## src/rtl/button_event_classifier.sv

```systemverilog
// Classifies a debounced button level into press/release/click/long/repeat pulses.
// Optional auto-repeat is built only when AUTO_REPEAT_EN is defined.
module button_event_classifier #(
  parameter int LONG_COUNT   = 6000000,
  parameter int LONG_W       = 23,
  parameter int REPEAT_COUNT = 1200000,
  parameter int REPEAT_W     = 21
) (
  input  logic clk,
  input  logic reset,
  input  logic btn_level,
  output logic press_pulse,
  output logic release_pulse,
  output logic click_pulse,
  output logic long_pulse,
  output logic repeat_pulse,
  output logic held
);

  typedef enum logic [1:0] {IDLE, PRESSED, LONG} state_t;

  // Reject terminal counts that cannot be reached or do not fit their counters.
  if (LONG_COUNT < 2 || REPEAT_COUNT < 2 ||
      LONG_COUNT >= (1 << LONG_W) || REPEAT_COUNT >= (1 << REPEAT_W)) begin : g_bad_params
    $error("button_event_classifier: invalid count/width parameters");
  end

  localparam logic [LONG_W-1:0] HOLD_LAST = LONG_W'(LONG_COUNT);

  state_t            state;
  logic              btn_q;
  logic [LONG_W-1:0] hold_cnt;
  logic              rise;
  logic              fall;

  assign rise = btn_level & ~btn_q;
  assign fall = ~btn_level & btn_q;

`ifdef AUTO_REPEAT_EN
  localparam logic [REPEAT_W-1:0] REP_LAST = REPEAT_W'(REPEAT_COUNT - 1);
  logic [REPEAT_W-1:0] rep_cnt;
`else
  assign repeat_pulse = 1'b0;
`endif

  always_ff @(posedge clk) begin
    if (!reset) begin
      state         <= IDLE;
      btn_q         <= 1'b0;
      hold_cnt      <= '0;
      press_pulse   <= 1'b0;
      release_pulse <= 1'b0;
      click_pulse   <= 1'b0;
      long_pulse    <= 1'b0;
      held          <= 1'b0;
`ifdef AUTO_REPEAT_EN
      rep_cnt       <= '0;
      repeat_pulse  <= 1'b0;
`endif
    end else begin
      btn_q         <= btn_level;
      press_pulse   <= 1'b0;
      release_pulse <= 1'b0;
      click_pulse   <= 1'b0;
      long_pulse    <= 1'b0;
`ifdef AUTO_REPEAT_EN
      repeat_pulse  <= 1'b0;
`endif
      case (state)
        IDLE: begin
          if (rise) begin
            press_pulse <= 1'b1;
            hold_cnt    <= LONG_W'(1);
            held        <= 1'b1;
            state       <= PRESSED;
          end
        end
        PRESSED: begin
          // A fall on the terminal cycle takes priority: the press is still a click.
          if (fall) begin
            release_pulse <= 1'b1;
            click_pulse   <= 1'b1;
            hold_cnt      <= '0;
            held          <= 1'b0;
            state         <= IDLE;
          end else if (hold_cnt == HOLD_LAST) begin
            long_pulse <= 1'b1;
            hold_cnt   <= '0;
`ifdef AUTO_REPEAT_EN
            rep_cnt    <= '0;
`endif
            state      <= LONG;
          end else begin
            hold_cnt <= hold_cnt + LONG_W'(1);
          end
        end
        LONG: begin
          if (fall) begin
            release_pulse <= 1'b1;
            hold_cnt      <= '0;
            held          <= 1'b0;
`ifdef AUTO_REPEAT_EN
            rep_cnt       <= '0;
`endif
            state         <= IDLE;
          end
`ifdef AUTO_REPEAT_EN
          else if (rep_cnt == REP_LAST) begin
            repeat_pulse <= 1'b1;
            rep_cnt      <= '0;
          end else begin
            rep_cnt <= rep_cnt + REPEAT_W'(1);
          end
`endif
        end
        default: begin
          hold_cnt <= '0;
          held     <= 1'b0;
          state    <= IDLE;
        end
      endcase
    end
  end

endmodule
```

## config.mk

```make
export PLATFORM = sky130hd
export DESIGN_NAME = button_event_classifier
export DESIGN_NICKNAME = d
export VERILOG_FILES = /design/src/rtl/button_event_classifier.sv
export SDC_FILE = /design/constraint.sdc
export NUM_CORES = 1
export LEC_CHECK = 0
export ABC_CLOCK_PERIOD_IN_PS = 4200
export CAP_MARGIN = 10
export CORE_MARGIN = 4
export CORE_UTILIZATION = 55
export CTS_BUF_LIST = sky130_fd_sc_hd__clkbuf_2
export CTS_CLUSTER_SIZE = 14
export DETAILED_ROUTE_END_ITERATION = 10
export DONT_BUFFER_PORTS = 1
export PLACE_DENSITY = 0.73
export SETUP_SLACK_MARGIN = 0.02
export SYNTH_ARGS = -nofsm -noshare
export SYNTH_HDL_FRONTEND = slang
export SYNTH_SLANG_ARGS = --single-unit
```

## constraint.sdc

```tcl
create_clock -name clk -period 4.2 [get_ports clk]
set_clock_uncertainty 0.15 [all_clocks]
set_input_delay 0.42 -clock clk [delete_from_list [all_inputs] [get_ports clk]]
set_output_delay 0.42 -clock clk [all_outputs]
set_load 0.1 [all_outputs]
```

# Word-level counts from Yosys, hierarchy flattened
# Cells that the tools add are included.
# op_classes
bitwise,6
mux,16
add_sub_neg,1
n_reduce_logical,9
n_eq_ne,7
# ops
operator,count
$mux W23,4
$pmux W23 S3,1
$add A23 B1 Y23 const B,1
$eq A23 B23 Y1 const B,1
$reduce_and A2 Y1,5
$mux W2,4
$pmux W2 S3,1
$mux W1,5
$ne A2 B2 Y1 const B,2
$not A1 Y1,4
$ne A3 B3 Y1 const B,1
$reduce_and A3 Y1,1
$reduce_or A3 Y1,1
$and A1 B1 Y1,2
$eq A2 B1 Y1 const B,1
$eq A2 B2 Y1 const B,1
$logic_not A2 Y1,1
$ne A2 B1 Y1 const B,1
$pmux W1 S2,1
$reduce_or A2 Y1,1
# word_totals
input_bits,3
register_bits,31
out_inout_bits,6
word_cells,47

# Logic depth before layout (Yosys ltp)
# depth
ltp_word,4
depth_mapped,9
depth_no_buf,7

# Least setup slack after synthesis
# OpenSTA, ideal clock, no wires.
# synth_timing
path_type,flip-flop to flip-flop
startpoint,register hold_cnt[0]
endpoint,register hold_cnt[18]
required_time_ns,3.974
period_less_slack_ns,2.140
slack_ns,2.060
arrival_time_ns,1.914
path_stages_with_launch,7
cell_sequence,dfxtp_1 ha_1 nand4_2 or4_1 buf_2 or4_1 a31oi_1
# synth_via
elab_chain_len,4
elab_cells_between_ends,5
# synth_lines
item,line,source
start: declaration,32,logic [LONG_W-1:0] hold_cnt;
start signal: assignment,94,hold_cnt <= hold_cnt + LONG_W'(1);
$add A23 B1 Y23 / $eq A23 B23 Y1 (equally long branches),"94, 86",
$mux W23 *,86,end else if (hold_cnt == HOLD_LAST) begin
$mux W23 *,80,if (fall) begin
$pmux W23 S3 *,69,case (state)
# Mark *: on every way between the ends. The rest lies on a longest branch, timed or not.
# A chain may end at the register's enable or synchronous reset.

# Final worst setup path
# layout_timing
startpoint,register state[1]
endpoint,register hold_cnt[18]
# layout_via
elab_chain_len,3
elab_cells_between_ends,7
# layout_lines
item,line,source
start: declaration,30,state_t state;
start signal: assignment,48,state <= IDLE;
start signal: assignment,75,state <= PRESSED;
start signal: assignment,85,state <= IDLE;
$eq A2 B2 Y1 / $logic_not A2 Y1 (equally long branches),69,
$ne A2 B2 Y1 (no line),--,
$reduce_and A2 Y1 (no line),--,
# Several ways; a longest one is shown, not always the timed one.

==> impl_metrics.env <==
export IMPL_max_freq_mhz=413
export IMPL_ant_nets=0
export IMPL_drv_cap=0
export IMPL_stdcell_area_sq_um=1800
export IMPL_dr_total_vias=1724
export IMPL_yosys_area_top_type="dfxtp_1"
export IMPL_worstSetupStartpoint="state[1]"
export IMPL_netlist_area_sq_um=1740
export IMPL_hpwl_microns=2960
export IMPL_area_growth_pct=3.46
export IMPL_period_share_pct=57.7
export IMPL_grtUsageTotal_pct=21.9
export IMPL_crit_reg2reg_launch="state[1]"
export IMPL_dp_cells=251
export IMPL_drtIter0Drc=169
export IMPL_cts_sinks=31
export IMPL_ys_ff_latch=31
export IMPL_dr_pass1_iters=4
export IMPL_ys_types=48
export IMPL_status="completed"
export IMPL_swShare_pct=33.7
export IMPL_final_core_utilization_pct=59.4
export IMPL_start_util_pct=57.4
export IMPL_ctsResizeCount=0
export IMPL_peakVddDrop_mv=0.144
export IMPL_place_area_sq_um=1730
export IMPL_yosys_most_used_dff="dfxtp_1"
export IMPL_p_int_mw=0.365
export IMPL_ys_warn_count=0
export IMPL_cts_buffers_inserted=5
export IMPL_rsz0062_at_grt="no"
export IMPL_antenna_found_initial=0
export IMPL_clkSlewWorstSetupHoldPaths_ns=0.15
export IMPL_cp_required_ns=4.35
export IMPL_critPathKind="reg -> reg"
export IMPL_place_ws_ns=1.81
export IMPL_cp_end_kind="register"
export IMPL_fin_ws_ns=1.78
export IMPL_synth_edff_count=0
export IMPL_cp_max_fo=11
export IMPL_die_area_sq_um=4120
export IMPL_holdCritPathClass="in -> reg"
export IMPL_fill_cells=270
export IMPL_finalHoldViolCount=0
export IMPL_cts_root_buf="clkbuf_2"
export IMPL_pwr_share_seq_pct=59.2
export IMPL_synth_async_sr_flop_share_pct=0
export IMPL_setup_tns_ns=0
export IMPL_synthTopCellsByCount="dfxtp_1 (31), nand2_1 (27), nand3_1 (17)"
export IMPL_die_h_microns=64.2
export IMPL_cts_tree="built"
export IMPL_htree_levels=2
export IMPL_grt_pass1_vias=1647
export IMPL_synth_most_common_cell="dfxtp_1"
export IMPL_cp_start_kind="register"
export IMPL_total_power_mw=0.550
export IMPL_clockBufferDepth=2
export IMPL_clock_power_share_pct=25.8
export IMPL_grt_overflow=0
export IMPL_combPwrFrac_pct=15.0
export IMPL_leakage_nw=0.535
export IMPL_place_gp_congestion=0.896
export IMPL_cts_setup_buffers=0
export IMPL_drt_wirelength_per_cell_microns=16.1
export IMPL_viasPerCell=6.58
export IMPL_multi_input_area_sq_um=1020
export IMPL_worst_pin_slew_ns=1.00
export IMPL_num_rows=20
export IMPL_layout_cells_non_filler=262
export IMPL_worstHoldPathCells=2
export IMPL_port_buffers=0
export IMPL_switching_power_mw=0.185
export IMPL_drc=0
export IMPL_grt_pass1_wl_microns=7170
export IMPL_setup_viol=0
export IMPL_ff2ff_path_depth=6
export IMPL_worstSkewPairLatency_ns=0.39
export IMPL_yosys_top_cells_area="dfxtp_1 (36%), nand2_1 (5.8%), a31oi_1 (5.0%)"
export IMPL_core_area_sq_um=3030
export IMPL_whs_ns=0.0307
export IMPL_nets=225
export IMPL_diodes=0
export IMPL_cp_arrival_ns=2.58
export IMPL_avgSynthCellArea_sq_um=7.86
export IMPL_slew_limit_headroom_pct=32.9
export IMPL_cts_hold_buf=2
export IMPL_layout_drive_gt1_share_pct=7.80
export IMPL_seq_area_frac_synth_pct=35.7
export IMPL_p_per_area_nw_per_um2=306
export IMPL_io_pins=9
export IMPL_worstHoldStart="reset"
export IMPL_fin_crit_ns=2.42
export IMPL_fp_dieW_microns=64.2
export IMPL_netlist_instances=221
export IMPL_wl_microns=4220
export IMPL_finalMaxSlewViolations=0
export IMPL_syn_nets=229
export IMPL_grt_max_degree=20
export IMPL_synth_top_cell_area_share_pct=35.7
export IMPL_register_area_sq_um=621
sequential cells by signal, summed over array words and instances, names as in the netlist:
signal / count
long_pulse: 1
btn_q: 1
state: 2
click_pulse: 1
hold_cnt: 23
release_pulse: 1
press_pulse: 1
held: 1
logic make-up (layout without fill, tap and decap cells):
family | count (synthesis) | count (layout) | share of synthesized area [%]
other | 1 | 1 | 0.216
buffers and inverters | 22 | 19 | 5.54
XOR/XNOR | 3 | 3 | 1.51
AO/OA/AOI/OAI | 45 | 45 | 16.5
adder cells (fa/ha/maj) | 5 | 5 | 3.60
flip-flops | 31 | 31 | 35.7
AND/OR/NAND/NOR | 114 | 114 | 36.9
final timing paths:
check | slack (ns) | endpoint
setup / recovery | 1.78 | hold_cnt[18]
hold / removal | 0.03 | state[1]
hold reg to reg | 0.37 | state[0]
setup reg to reg | 1.78 | hold_cnt[18]
final cells by class:
class | instances | area share, %
flip-flops and latches | 31 | 34.5
well taps | 44 | 3.06
multi-input cells | 168 | 56.8
clock inverters | 2 | 0.418
repair buffers | 4 | 2.09
clock buffers | 6 | 1.67
inverters | 7 | 1.46
power groups by stage:
stage	registers, mW	clock network (mW)	logic, mW
6_report	0.325	0.142	0.0827
5_1_grt	0.327	0.158	0.0918
4_1_cts	0.325	0.142	0.0808
3_5_place_dp	0.332	0	0.0786
3_3_place_gp	0.331	0	0.0754
2_1_floorplan	0.330	0	0.0631
routing by layer:
| metal | vias up | wire length, microns | share of wire [%] | global-route usage (%) |
|---|---|---|---|---|
| li1 | 812 | - | - | - |
| met1 | 834 | 1810 | 43 | 24.8 |
| met2 | 62 | 2060 | 49 | 38.1 |
| met3 | 16 | 248 | 5.9 | 4.39 |
| met4 | 0 | 106 | 2.5 | 12.4 |
| met5 | - | 0 | 0 | 0 |
cells in the final DEF, fill, tap and decap left out, drive strengths merged, types with 2 or more instances in the layout:
cell,netlist,final
nor4b,4,4
or3,8,8
a32o,2,2
nand3,17,17
or3b,2,2
a31oi,14,14
nor3b,2,2
nor4,3,3
nand3b,3,3
o211ai,3,3
clkinv,1,3
nand4,10,10
or4,7,7
ha,5,5
or2,3,3
o22a,2,2
a21oi,7,7
nor3,4,4
dfxtp,31,31
dlygate4sd3,0,3
nand2,27,27
nor2,14,14
inv,6,6
nand2b,2,2
clkbuf,9,6
o21ai,12,12
xor2,2,2
and3,2,2
critical path, cell delays in order (launching register included):
cell,delay [ns]
dfxtp_1,0.39
inv_1,0.08
ha_1,0.25
a2111oi_0,0.39
o21ai_1,0.35
or4_1,0.54
a31oi_1,0.18
No activity file was read; power rests on OpenSTA's default activity.
